## src/rtl/adc_serial_ctrl_pkg.sv

```systemverilog
`default_nettype none
// ----------------------------------------------------------------------------
// adc_serial_ctrl_pkg : FSM states and default timing for the serial ADC  (rev 1.0)
// ----------------------------------------------------------------------------
package adc_serial_ctrl_pkg;

   typedef enum logic [1:0] {
      ST_IDLE  = 2'd0,
      ST_SETUP = 2'd1,
      ST_SHIFT = 2'd2,
      ST_CONV  = 2'd3
   } state_t;

   localparam int DEF_DATA_W       = 8;
   localparam int DEF_CLK_DIV_HALF = 128;
   localparam int DEF_CS_SETUP     = 72;
   localparam int DEF_CONV_CYC     = 1200;
   localparam int DEF_AUTO_PERIOD  = 48000;

   // Counter width able to hold 0..n-1, never narrower than one bit.
   function automatic int cnt_w(input int n);
      return (n > 1) ? $clog2(n) : 1;
   endfunction

endpackage
`default_nettype wire

```

## src/rtl/adc_serial_ctrl_tick_gen.sv

```systemverilog
`default_nettype none
// ----------------------------------------------------------------------------
// adc_serial_ctrl_tick_gen : terminal-count divider, 1-cycle tick every DIV enabled cycles  (rev 1.0)
// ----------------------------------------------------------------------------
module adc_serial_ctrl_tick_gen
   import adc_serial_ctrl_pkg::*;
#(
   parameter int DIV = 2
) (
   input  logic clk,
   input  logic rst_n,
   input  logic en,
   input  logic clr,
   output logic tick
);

   localparam int           W  = cnt_w(DIV);
   localparam logic [W-1:0] TC = W'(DIV - 1);

   logic [W-1:0] cnt;

   always_ff @(posedge clk or negedge rst_n) begin
      if (!rst_n) begin
         cnt <= '0;
      end else if (clr) begin
         cnt <= '0;
      end else if (en) begin
         cnt <= (cnt == TC) ? '0 : cnt + W'(1);
      end
   end

   assign tick = en && !clr && (cnt == TC);

endmodule
`default_nettype wire

```

## src/rtl/adc_serial_ctrl.sv

```systemverilog
`default_nettype none
// ----------------------------------------------------------------------------
// adc_serial_ctrl : serial ADC sequencer (CS setup, MSB-first shift, conversion gap)  (rev 1.0)
// ----------------------------------------------------------------------------
module adc_serial_ctrl
   import adc_serial_ctrl_pkg::*;
#(
   parameter int DATA_W       = DEF_DATA_W,
   parameter int CLK_DIV_HALF = DEF_CLK_DIV_HALF,
   parameter int CS_SETUP     = DEF_CS_SETUP,
   parameter int CONV_CYC     = DEF_CONV_CYC,
   parameter int AUTO_PERIOD  = DEF_AUTO_PERIOD
) (
   input  logic              clk,
   input  logic              rst_n,
   input  logic              start,
   input  logic              auto_en,
   output logic              busy,
   output logic              ovr,
   output logic              adcsn,
   output logic              adclk,
   input  logic              addat,
   output logic [DATA_W-1:0] dout,
   output logic              dvalid
);

   localparam int CYC_W = cnt_w((CS_SETUP > CONV_CYC) ? CS_SETUP : CONV_CYC);
   localparam int BIT_W = cnt_w(DATA_W);
   localparam logic [CYC_W-1:0] SETUP_TC = CYC_W'(CS_SETUP - 1);
   localparam logic [CYC_W-1:0] CONV_TC  = CYC_W'(CONV_CYC - 1);
   localparam logic [BIT_W-1:0] BIT_TC   = BIT_W'(DATA_W - 1);

   state_t            state;
   logic [CYC_W-1:0]  cyc_cnt;
   logic [BIT_W-1:0]  bit_cnt;
   logic [DATA_W-1:0] shreg;
   logic              pending;
   logic              prime;
   logic              half_tick;
   logic              auto_tick;
   logic              req;

   assign req = start | auto_tick;

   adc_serial_ctrl_tick_gen #(.DIV(CLK_DIV_HALF)) u_half_tick (
      .clk   (clk),
      .rst_n (rst_n),
      .en    (state == ST_SHIFT),
      .clr   (state != ST_SHIFT),
      .tick  (half_tick)
   );

   adc_serial_ctrl_tick_gen #(.DIV(AUTO_PERIOD)) u_auto_tick (
      .clk   (clk),
      .rst_n (rst_n),
      .en    (auto_en),
      .clr   (!auto_en),
      .tick  (auto_tick)
   );

   always_ff @(posedge clk or negedge rst_n) begin
      if (!rst_n) begin
         state   <= ST_IDLE;
         cyc_cnt <= '0;
         bit_cnt <= '0;
         shreg   <= '0;
         pending <= 1'b0;
         prime   <= 1'b1;
         busy    <= 1'b0;
         ovr     <= 1'b0;
         adcsn   <= 1'b1;
         adclk   <= 1'b0;
         dout    <= '0;
         dvalid  <= 1'b0;
      end else begin
         ovr    <= 1'b0;
         dvalid <= 1'b0;

         // One-deep request slot while a transaction is in flight.
         if (state != ST_IDLE && req) begin
            if (pending) begin
               ovr <= 1'b1;
            end else begin
               pending <= 1'b1;
            end
         end

         case (state)
            ST_IDLE: begin
               if (req || pending) begin
                  state   <= ST_SETUP;
                  busy    <= 1'b1;
                  adcsn   <= 1'b0;
                  cyc_cnt <= '0;
                  pending <= 1'b0;
               end
            end
            ST_SETUP: begin
               if (cyc_cnt == SETUP_TC) begin
                  state   <= ST_SHIFT;
                  adclk   <= 1'b1;
                  bit_cnt <= '0;
                  shreg   <= {shreg[DATA_W-2:0], addat};
               end else begin
                  cyc_cnt <= cyc_cnt + CYC_W'(1);
               end
            end
            ST_SHIFT: begin
               if (half_tick) begin
                  if (adclk) begin
                     adclk <= 1'b0;
                  end else if (bit_cnt == BIT_TC) begin
                     // First read after reset carries the stale power-on conversion.
                     state   <= ST_CONV;
                     adcsn   <= 1'b1;
                     cyc_cnt <= '0;
                     if (prime) begin
                        prime <= 1'b0;
                     end else begin
                        dout   <= shreg;
                        dvalid <= 1'b1;
                     end
                  end else begin
                     adclk   <= 1'b1;
                     bit_cnt <= bit_cnt + BIT_W'(1);
                     shreg   <= {shreg[DATA_W-2:0], addat};
                  end
               end
            end
            ST_CONV: begin
               if (cyc_cnt == CONV_TC) begin
                  state <= ST_IDLE;
                  busy  <= 1'b0;
               end else begin
                  cyc_cnt <= cyc_cnt + CYC_W'(1);
               end
            end
            default: state <= ST_IDLE;
         endcase
      end
   end

endmodule
`default_nettype wire

```

## config.mk

```make
export PLATFORM = sky130hd
export DESIGN_NAME = adc_serial_ctrl
export DESIGN_NICKNAME = d
export VERILOG_FILES = /design/src/rtl/adc_serial_ctrl_pkg.sv /design/src/rtl/adc_serial_ctrl_tick_gen.sv /design/src/rtl/adc_serial_ctrl.sv
export SDC_FILE = /design/constraint.sdc
export NUM_CORES = 1
export LEC_CHECK = 0
export BUFFER_PORTS_ARGS = -buffer_cell sky130_fd_sc_hd__buf_2
export CAP_MARGIN = 20
export CORE_ASPECT_RATIO = 1.2
export CORE_UTILIZATION = 61
export CTS_CLUSTER_DIAMETER = 150
export DETAILED_ROUTE_END_ITERATION = 10
export GPL_ROUTABILITY_DRIVEN = 0
export GPL_TIMING_DRIVEN = 0
export HOLD_SLACK_MARGIN = 0.12
export MAX_ROUTING_LAYER = met4
export PLACE_DENSITY = 0.79
export SLEW_MARGIN = 10
export SYNTH_ARGS = -nofsm -noshare
export SYNTH_HDL_FRONTEND = slang
export SYNTH_HIERARCHICAL = 1
export SYNTH_SLANG_ARGS = --single-unit
```

## constraint.sdc

```tcl
create_clock -name clk -period 4.3 [get_ports clk]
set_clock_uncertainty 0.1 [all_clocks]
set_input_delay 0.43 -clock clk [delete_from_list [all_inputs] [get_ports clk]]
set_output_delay 0.43 -clock clk [all_outputs]
set_load 0.01 [all_outputs]
```

After elaboration in Yosys (flattened, before gate mapping)
Cells that the tools add are included.

Reductions and logical operators: 20. Equality and inequality tests: 18. Muxes and demuxes: 52. Bitwise gates (word level): 3. Add/subtract/negate cells: 4.

Operators by type and width (count): two-way mux 11 bit (6); case mux 11 bit (4 select lines) (1); two-way mux 16 bit (2); two-way mux 8 bit (4); two-way mux 7 bit (3); two-way mux 1 bit (20); inequality test 2 bit (second input constant) (10); adder 16 x 1 -> 16 bit (second input constant) (1); equality test 16 bit (second input constant) (1); case mux 8 bit (2 select lines) (1); AND reduction 5 bit (3); two-way mux 2 bit (6); two-way mux 3 bit (4); AND reduction 6 bit (2); adder 11 x 1 -> 11 bit (second input constant) (1); equality test 11 bit (second input constant) (1); equality test 11 x 7 -> 1 bit (second input constant) (1); nonzero test 2 bit (5); case mux 2 bit (4 select lines) (1); adder 7 x 1 -> 7 bit (second input constant) (1); equality test 7 bit (second input constant) (1); case mux 1 bit (2 select lines) (3); case mux 3 bit (2 select lines) (1); AND reduction 3 bit (2); other kinds (11) (16).

Bits in registers: 62. Output and inout bits: 13.

Longest topological paths before layout
Gate-level depths: netlist of run 1.

Word-level depth: 7. Gate-level depth with buffers: 11. Mapped depth without buffers: 9.

By module
The synthesis of run 1 kept the hierarchy.

By module, submodules not included: adc_serial_ctrl (seq. area each 978.4 µm², area each 2025.7 µm², cells each 174, times used 1); adc_serial_ctrl_tick_gen at u_auto_tick (seq. area each 400.4 µm², area each 994.7 µm², cells each 110, times used 1); adc_serial_ctrl_tick_gen at u_half_tick (seq. area each 175.2 µm², area each 371.6 µm², cells each 40, times used 1).

Worst setup path before layout of run 1
No wires, ideal clock.

Path type: flip-flop to flip-flop. Start: register state[0]. End: register shreg[0]. Buffers on the path: 3. Cell stages (with the launch flop): 12. Period minus slack after synthesis: 3.275 ns. Library setup time: 0.125 ns. Data arrival time: 3.051 ns. Path slack: 1.025 ns. Cells stage by stage: dfrtp_1 > inv_1 > ha_1 > clkbuf_1 > inv_1 > clkbuf_1 > nor4_1 > or3b_2 > a21o_1 > a21oi_1 > buf_2 > mux2_2.

Longest elaborated chain between the ends: 6. Elaborated cells on any way between the ends: 13.

Ends and longest elaborated chain: start: declaration (RTL line adc_serial_ctrl.sv:33) `state_t state;`; start signal: assignment (RTL line adc_serial_ctrl.sv:63) `state <= ST_IDLE;`; start signal: assignment (RTL line adc_serial_ctrl.sv:91) `state <= ST_SETUP;`; start signal: assignment (RTL line adc_serial_ctrl.sv:100) `state <= ST_SHIFT;`; inequality test 2 bit (RTL line adc_serial_ctrl.sv:49) `.clr (state != ST_SHIFT),`; logical NOT 1 bit (RTL line adc_serial_ctrl_tick_gen.sv:32) `assign tick = en && !clr && (cnt == TC);`; logical AND 1 bit * (2 in a row) (RTL line adc_serial_ctrl_tick_gen.sv:32); named net half_tick (RTL line adc_serial_ctrl.sv:39) `logic half_tick;`; inequality test 2 bit (no line) *; AND reduction 5 bit (no line) *; end signal: assignment (RTL line adc_serial_ctrl.sv:103) `shreg <= {shreg[DATA_W-2:0], addat};`; end signal: assignment (RTL line adc_serial_ctrl.sv:126) `shreg <= {shreg[DATA_W-2:0], addat};`; end: declaration (RTL line adc_serial_ctrl.sv:36) `logic [DATA_W-1:0] shreg;`.

The timed path passes the listed nets; every way through them passes the cells marked *. A chain may end at the register's enable or synchronous reset.

Worst setup path after layout of run 1
Start: register state[0]. End: register shreg[4].

The elaborated chain is that of the path after synthesis.

==> results of run 1 <==
-- kinds of logic after synthesis --
group / share of synthesized area
adders and majority gates: 0.0332
AOI/OAI and AO/OA: 0.180
DFF: 0.458
xor gates and xnor gates: 0.0103
buffers and inverters: 0.0391
and+or+nand+nor: 0.201
muxes: 0.0782
-- report_power, final --
| part | internal (uW) | switching, uW | leakage, uW |
|---|---|---|---|
| Sequential | 667 | 65.3 | 0.000819 |
| Combinational | 255 | 324 | 0.000770 |
| Clock | 335 | 253 | 0.000112 |
-- worst max-delay path, stage by stage (launching register included) --
cell	delay (ns)
dfrtp_1	0.42
inv_1	0.12
ha_1	0.36
clkbuf_1	0.34
inv_1	0.17
clkbuf_1	0.24
nor4_1	0.60
or3b_2	0.52
a21o_1	0.19
a21oi_1	0.16
buf_2	0.29
mux2_2	0.37
-- registers in the layout, summed over array words and instances (netlist names) --
register         flops
u_auto_tick/cnt     16
cyc_cnt             11
dout                 8
shreg                8
u_half_tick/cnt      7
bit_cnt              3
state                2
adclk                1
adcsn                1
busy                 1
dvalid               1
ovr                  1
pending              1
prime                1
-- cell usage after synthesis (all sizes together) (8+ instances only) --
| library cell | n |
|---|---|
| a21o | 8 |
| inv | 12 |
| mux2 | 20 |
| nand3 | 15 |
| clkbuf | 10 |
| o31ai | 10 |
| a21oi | 11 |
| dfrtp | 60 |
| nand2 | 19 |
| o21ai | 13 |
| ha | 9 |
| nor2 | 19 |
-- stage by stage --
step                setup slack (ns)  hold slack [ns]  power, uW  instance area [um2]
floorplan                       1.02           0.0344       1180                 3390
global placement               0.454            0.385       1290                 3550
global route                  0.0424            0.229       2010                 3800
CTS                            0.344            0.223       1920                 3800
detailed placement             0.364            0.390       1320                 3560
finish                         0.315            0.233       1900                 3800
-- area by class of cell --
type	instances	area, um2
plain buffers	17	87.6
clock buffers	9	124
clock inverters	7	105
fillers	403	1540
inverters	12	45.0
multi-input cells	233	1710
flip-flops and latches	62	1550
well taps	62	77.6
repair buffers	18	97.6
-- path summary, 6_finish.rpt --
check,startpoint,end,slack [ns],cells after the start
worst max-delay path,state[0],shreg[4],0.32,11
worst min-delay path,addat,shreg[0],0.23,2
worst max register to register,state[0],shreg[4],0.32,11
worst min register to register,prime,prime,0.40,1
max in group asynchronous,rst_n,dout[1],2.96,2
min in group asynchronous,rst_n,u_auto_tick/cnt[6],0.60,2
-- repair_timing --
item	4_1_cts	5_1_grt
hold endpoints to repair	60	0
hold buffers	1	0
resized for setup	0	0
-- routing by layer --
layer  track usage  vias up  wire, um  share of wire
li1              -     1288         -              -
met4         0.107        0       121          0.018
met3        0.0362       12       192          0.028
met2         0.424       62      3460           0.50
met5             -        -         0              0
met1         0.341     1336      3090           0.45
==> results.py, run 1 <==
metrics = {
    "outcome": {
        "status": "completed",
    },
    "routing": {
        "first_pass_iters": 5,
        "drc_errors": 0,
        "ant_nets": 0,
        "vias_per_cell": 6.42,
        "vias": 2698,
        "drt_iter0_drc": 180,
        "routedWlPerCell_um": 16.4,
        "wl_um": 6870,
    },
    "timing": {
        "finalCritPeriodShare": 0.927,
        "rsz0062_at_grt": "no",
        "tightest_slew_ns": 0.783,
        "slew_headroom": 0.478,
        "hold_viol_final": 0,
        "final.setup.tns_ns": 0,
        "slew_violations": 0,
        "period_needed_ns": 3.98,
        "max_freq_ghz": 0.251,
        "setup_viol_count_final": 0,
    },
    "clock_tree": {
        "clkLatencyLatePin_ns": 0.34,
        "clk_pin_slew_worst_paths_ns": 0.08,
        "clockBufferDepth": 2,
        "htree_levels": 3,
        "clock-sinks": 62,
        "cts_tree": "built",
        "root_buffer": "clkbuf_8",
        "post_cts_buffers": 0,
        "numCtsBuffers": 9,
    },
    "finish": {
        "areaGrowthSynthToFinish_pct": 11.9,
        "diodes": 0,
        "final_nets": 367,
        "final_core_utilization": 0.712,
        "final_common_cell": "dfrtp_1",
        "final-instance-count-excl-fill": 420,
        "drive_above_1_share": 0.207,
        "final_cell_mix": "dfrtp_1, nand2_1, mux2_2",
    },
    "pwr": {
        "powerDensity_nw_per_um2": 500,
        "ir_worst_vdd_mv": 0.458,
        "p_leak_uw": 0.00170,
    },
    "synth": {
        "synth.cell_area_um2": 3390,
        "synthesis.instances": 324,
        "synth_top_area_share": 0.443,
        "synth_area_per_cell_um2": 10.5,
        "ys_async_sr_fraction": 1.00,
        "synthTopCellsByArea": "dfrtp_1, mux2_2, ha_1",
        "synth_edf_count": 0,
        "ys_ff_latch": 62,
        "synth_area_leader_cell": "dfrtp_1",
        "yosysSeqAreaShare": 0.458,
        "synth.net_count": 338,
        "ys_types": 60,
        "ys_warn_count": 6,
        "ys.flop_type": "dfrtp_1",
    },
    "worst_hold_path": {
        "hp-class": "in2reg",
    },
    "critical_path": {
        "crit_path_start_kind": "flip-flop",
        "path_class": "reg2reg",
        "worstSetupEndpointType": "flip-flop",
        "crit_fanout": 10,
        "worstPathRequired_ns": 4.43,
        "cp.arrival_ns": 4.11,
    },
    "floorplan": {
        "initial_core_util": 0.636,
        "core_area_um2": 5330,
        "io-pin-count": 18,
        "die_y_um": 83.7,
        "rows": 29,
        "die_area_um2": 5860,
        "die_w_um": 70.1,
    },
    "global_route": {
        "grt_antenna_before_repair": 0,
        "grt-ovfl-total": 0,
        "grt_pass1_vias": 2630,
        "track_usage": 0.265,
        "grt_pass1_wl_um": 12000,
        "grt_max_degree": 63,
    },
    "placement": {
        "placed_cells": 403,
        "port_buffers": 17,
        "hpwl_um": 4670,
    },
    "job": {
        "drv_cap": 0,
    },
}
No activity file was read; power rests on OpenSTA's default activity.
==> run 2: changes to the inputs <==
--- a/config.mk
+++ b/config.mk
@@ -8,6 +8,7 @@
 export BUFFER_PORTS_ARGS = -buffer_cell sky130_fd_sc_hd__buf_2
 export CAP_MARGIN = 20
 export CORE_ASPECT_RATIO = 1.2
+export CORE_MARGIN = 8
 export CORE_UTILIZATION = 61
 export CTS_CLUSTER_DIAMETER = 150
 export DETAILED_ROUTE_END_ITERATION = 10
==> constraint.sdc (replaced) <==
create_clock -name clk -period 4.4 [get_ports clk]
set_clock_uncertainty 0.1 [all_clocks]
set_input_delay 0.44 -clock clk [delete_from_list [all_inputs] [get_ports clk]]
set_output_delay 0.44 -clock clk [all_outputs]
set_load 0.01 [all_outputs]
==> run 2 against run 1 <==
Compared with the run above:
- final area down 1.5%
- via count fell by 1.8%
- worst setup slack better by 0.19 ns
- routed wire length grew 3.7%
- sequential share of layout area up 0.60 points
- final cell count unchanged
- first-iteration DRC count decreased by 19%
- sequential power decreased by 2%
==> results.py, run 2 (synthesis gave the netlist of run 1 again) <==
metrics = {
    "outcome": {
        "status": "completed",
    },
    "timing": {
        "slew_violations": 0,
        "finalCritPeriodShare": 0.885,
        "period_needed_ns": 3.90,
        "hold_viol_final": 0,
        "setup_viol_count_final": 0,
        "slew_headroom": 0.485,
        "setup_ws_ns": 0.504,
        "tightest_slew_ns": 0.773,
        "rsz0062_at_grt": "no",
        "final.setup.tns_ns": 0,
        "max_freq_ghz": 0.257,
    },
    "clock_tree": {
        "cts_tree": "built",
        "post_cts_buffers": 0,
        "htree_levels": 3,
        "clk_pin_slew_worst_paths_ns": 0.07,
        "root_buffer": "clkbuf_8",
        "clkLatencyLatePin_ns": 0.34,
        "clock-sinks": 62,
        "numCtsBuffers": 9,
        "clockBufferDepth": 2,
    },
    "routing": {
        "ant_nets": 0,
        "routedWlPerCell_um": 17.0,
        "vias": 2649,
        "wl_um": 7120,
        "drc_errors": 0,
        "vias_per_cell": 6.31,
        "drt_iter0_drc": 146,
        "first_pass_iters": 7,
    },
    "floorplan": {
        "core_area_um2": 5330,
        "rows": 29,
        "die_y_um": 97.7,
        "initial_core_util": 0.636,
        "io-pin-count": 18,
        "die_area_um2": 8210,
        "die_w_um": 84.1,
    },
    "finish": {
        "reg_top3": "u_auto_tick/cnt (16), cyc_cnt (11)",
        "final_common_cell": "dfrtp_1",
        "multi_input_area_um2": 1710,
        "areaGrowthSynthToFinish_pct": 10.3,
        "diodes": 0,
        "design_area_um2": 3740,
        "final_core_utilization": 0.701,
        "nFillCells": 413,
        "largest_reg_flops": 16,
        "final_cell_mix": "dfrtp_1, nand2_1, mux2_2",
        "final_nets": 367,
        "ff_latch_area_um2": 1550,
        "drive_above_1_share": 0.207,
        "regMostFlops": "u_auto_tick/cnt",
    },
    "critical_path": {
        "crit_fanout": 10,
        "reg2reg_slack_ns": 0.50,
        "worstPathRequired_ns": 4.52,
        "path_class": "reg2reg",
        "cp.arrival_ns": 4.02,
        "crit_path_start_kind": "flip-flop",
        "r2r-start": "state[0]",
        "cp-startpoint": "state[0]",
        "worstSetupEndpointType": "flip-flop",
    },
    "job": {
        "drv_cap": 0,
    },
    "global_route": {
        "grt_pass1_vias": 2650,
        "grt_antenna_before_repair": 0,
        "grt-ovfl-total": 0,
        "grt_max_degree": 63,
        "track_usage": 0.186,
        "grt_pass1_wl_um": 12500,
    },
    "pwr": {
        "power.internal_uw": 1100,
        "ir_worst_vdd_mv": 0.315,
        "p_sw_uw": 623,
        "seqPwrFrac": 0.414,
        "p_leak_uw": 0.00167,
        "clkPwrFrac": 0.259,
        "powerDensity_nw_per_um2": 462,
        "sw_frac_of_total": 0.361,
        "combPwrFrac": 0.327,
    },
    "placement": {
        "place_area_um2": 3560,
        "hpwl_um": 4810,
        "dp_slack_ns": 0.500,
        "port_buffers": 17,
    },
    "worst_hold_path": {
        "min_from": "addat",
        "hp-class": "in2reg",
    },
}
-- run 2: routing by layer --
| metal | wire (um) | track usage | vias to the layer above |
|---|---|---|---|
| li1 | - | - | 1282 |
| met1 | 3170 | 0.221 | 1284 |
| met2 | 3540 | 0.295 | 73 |
| met3 | 305 | 0.0445 | 10 |
| met4 | 106 | 0.0772 | 0 |
| met5 | 0 | - | - |
-- run 2: what timing repair did --
action,4_1_cts,5_1_grt
hold endpoints to repair,54,0
resized for setup,0,0
hold buffers,1,0
-- run 2: power by group through the flow --
stage	combinational, uW	sequential [uW]	clock, uW
floorplan	447	708	0
global placement	545	721	0
detailed placement	567	726	0
CTS	572	715	457
global route	638	728	474
finish	565	715	448
-- run 2: final cells by class --
type,instances,share of cell area
well taps,62,0.0207
flip-flops and latches,62,0.415
inverters,12,0.0120
multi-input cells,233,0.456
clock inverters,7,0.0134
plain buffers,17,0.0234
repair buffers,18,0.0261
clock buffers,9,0.0331
-- run 2: worst paths after layout --
kind / to / cells after the start
worst min register to register: prime / 1
worst min-delay path: shreg[0] / 2
worst max-delay path: shreg[1] / 11
worst max register to register: shreg[1] / 11
max in group asynchronous: u_auto_tick/cnt[2] / 2
min in group asynchronous: u_auto_tick/cnt[12] / 2
-- run 2: critical path, cell delays in order (launching register included) --
cell and delay (ns):
dfrtp_1 0.42, inv_1 0.13, ha_1 0.35, clkbuf_1 0.37
inv_1 0.17, clkbuf_1 0.25, nor4_1 0.50, or3b_2 0.51
a21o_1 0.19, a21oi_1 0.15, buf_2 0.28, mux2_2 0.37
-- run 2: per-stage QoR --
stage / std cells / hold slack, ns / power (uW)
2_1_floorplan: 324 / 0.0444 / 1150
3_3_place_gp: 403 / 0.385 / 1270
3_5_place_dp: 403 / 0.390 / 1290
4_1_cts: 420 / 0.224 / 1740
5_1_grt: 420 / 0.238 / 1840
6_report: 420 / 0.236 / 1730
==> run 3: changes to the inputs <==
--- a/config.mk
+++ b/config.mk
@@ -5,18 +5,18 @@
 export SDC_FILE = /design/constraint.sdc
 export NUM_CORES = 1
 export LEC_CHECK = 0
-export BUFFER_PORTS_ARGS = -buffer_cell sky130_fd_sc_hd__buf_2
 export CAP_MARGIN = 20
 export CORE_ASPECT_RATIO = 1.2
 export CORE_MARGIN = 8
-export CORE_UTILIZATION = 61
+export CORE_UTILIZATION = 63
 export CTS_CLUSTER_DIAMETER = 150
 export DETAILED_ROUTE_END_ITERATION = 10
+export DONT_BUFFER_PORTS = 1
 export GPL_ROUTABILITY_DRIVEN = 0
 export GPL_TIMING_DRIVEN = 0
 export HOLD_SLACK_MARGIN = 0.12
 export MAX_ROUTING_LAYER = met4
-export PLACE_DENSITY = 0.79
+export PLACE_DENSITY = 0.78
 export SLEW_MARGIN = 10
 export SYNTH_ARGS = -nofsm -noshare
 export SYNTH_HDL_FRONTEND = slang
==> run 3 against run 2 <==
Compared with the run above:
- maximum frequency is 0.11% higher
- sequential cell count stayed put
- die area is 2.6% lower
- clock power hardly changed
- first-iteration DRC count is 27% lower
- final area is 1.5% lower
- sequential power hardly changed
- power is 0.12% higher
- final cell count is 3.8% lower
- critical path depth stayed put
- sequential share of layout area is 0.65 points higher
- via count is 2.0% lower
- highest routed layer unchanged
==> results.py, run 3 (synthesis gave the netlist of run 1 again) <==
metrics = {
    "outcome": {
        "status": "completed",
    },
    "timing": {
        "setup_viol_count_final": 0,
        "setup_ws_ns": 0.509,
        "max_freq_ghz": 0.257,
        "hold_viol_final": 0,
        "tightest_slew_ns": 0.661,
        "slew_headroom": 0.558,
        "period_needed_ns": 3.89,
        "slew_violations": 0,
        "finalCritPeriodShare": 0.884,
        "rsz0062_at_grt": "no",
        "final.setup.tns_ns": 0,
    },
    "clock_tree": {
        "clock-sinks": 62,
        "numCtsBuffers": 9,
        "post_cts_buffers": 0,
        "cts_resized": 0,
        "clk_pin_slew_worst_paths_ns": 0.07,
        "clkLatencyLatePin_ns": 0.34,
        "root_buffer": "clkbuf_8",
        "cts_tree": "built",
        "htree_levels": 3,
        "clockBufferDepth": 2,
    },
    "global_route": {
        "grt_util_met2": 0.313,
        "grt_antenna_before_repair": 0,
        "track_usage": 0.187,
        "grt_max_degree": 63,
        "grtUsageMet3": 0.0453,
        "use_met1": 0.206,
        "busiest_layer": "met2",
        "grt_pass1_wl_um": 11900,
        "grt-ovfl-total": 0,
        "grt_pass1_vias": 2570,
    },
    "finish": {
        "final_common_cell": "dfrtp_1",
        "reg_top3": "u_auto_tick/cnt (16), cyc_cnt (11)",
        "drive_above_1_share": 0.167,
        "regMostFlops": "u_auto_tick/cnt",
        "final_nets": 351,
        "final_cell_mix": "dfrtp_1, nand2_1, mux2_2",
        "largest_reg_flops": 16,
        "diodes": 0,
        "areaGrowthSynthToFinish_pct": 8.59,
        "nFillCells": 406,
    },
    "critical_path": {
        "reg2reg_slack_ns": 0.51,
        "crit_path_start_kind": "flip-flop",
        "r2r-end": "shreg[4]",
        "r2r-start": "state[0]",
        "r2r_cells": 11,
        "worstPathRequired_ns": 4.53,
        "worstSetupEndpointType": "flip-flop",
        "path_class": "reg2reg",
        "cp.arrival_ns": 4.02,
        "crit_fanout": 10,
    },
    "floorplan": {
        "initial_core_util": 0.645,
        "rows": 29,
        "die_y_um": 96.4,
        "die_area_um2": 8000,
        "core_area_um2": 5260,
        "io-pin-count": 18,
        "die_w_um": 83.0,
    },
    "routing": {
        "first_pass_iters": 4,
        "ant_nets": 0,
        "drc_errors": 0,
        "routedWlPerCell_um": 16.8,
        "wl_um": 6790,
        "drt_iter0_drc": 107,
        "vias_per_cell": 6.43,
        "vias": 2597,
    },
    "placement": {
        "port_buffers": 0,
        "hpwl_um": 4650,
        "dp_slack_ns": 0.522,
    },
    "pwr": {
        "p_leak_uw": 0.00161,
        "powerDensity_nw_per_um2": 470,
        "ir_worst_vdd_mv": 0.346,
    },
    "job": {
        "drv_cap": 0,
    },
    "worst_hold_path": {
        "hp-class": "in2reg",
        "min_from": "addat",
        "min_to": "shreg[0]",
        "holdPathStages": 1,
    },
}
-- run 3: cell type report --
cell class                 count  area (um2)  share of cell area
clock inverter                 5        35.0             0.00951
clock buffer                  11         141              0.0384
multi-input combinational    233        1710               0.463
buffer                        17        87.6              0.0238
sequential                    62        1550               0.422
tap                           62        77.6              0.0211
timing repair buffer           2        37.5              0.0102
inverter                      12        45.0              0.0122
-- run 3: how the worst max path moves through the flow --
stage,from,end,cells past startpoint
after floorplan,state[0],shreg[0],11
final,state[0],shreg[4],11
after CTS,state[0],shreg[4],11
after global routing,state[0],shreg[4],11
after detailed placement,state[0],shreg[4],11
after global placement,state[0],shreg[2],11
-- run 3: metal layers --
metal  vias to the layer above  routed length [um]
met5                         -                   0
met4                         0                 129
met3                        15                 230
met2                        38                3440
met1                      1287                2990
li1                       1257                   -
-- run 3: power by group --
group          total [uW]  internal [uW]  switching (uW)
clock network         448            219             228
logic                 565            248             317
registers             717            652            65.1
-- run 3: critical path: stages (launching register included) --
cell and delay (ns):
dfrtp_1 0.41, inv_1 0.12, ha_1 0.36, clkbuf_1 0.33
inv_1 0.18, clkbuf_1 0.24, nor4_1 0.53, or3b_2 0.50
a21o_1 0.18, a21oi_1 0.16, buf_2 0.29, mux2_2 0.37
-- run 3: per-stage QoR --
step | hold slack, ns | total power (uW) | std cells | instance area (um2) | utilization
2_1_floorplan | 0.0444 | 1150 | 324 | 3390 | -
3_3_place_gp | 0.0462 | 1250 | 386 | 3470 | 0.659
3_5_place_dp | 0.0464 | 1270 | 386 | 3470 | 0.659
4_1_cts | 0.137 | 1740 | 404 | 3680 | 0.700
5_1_grt | 0.128 | 1840 | 404 | 3680 | 0.700
6_report | 0.144 | 1730 | 404 | 3680 | 0.700
-- run 3: timing repair --
action                     4_1_cts  5_1_grt
hold buffers                     2        0
setup endpoints to repair        0        0
hold endpoints to repair        62        0
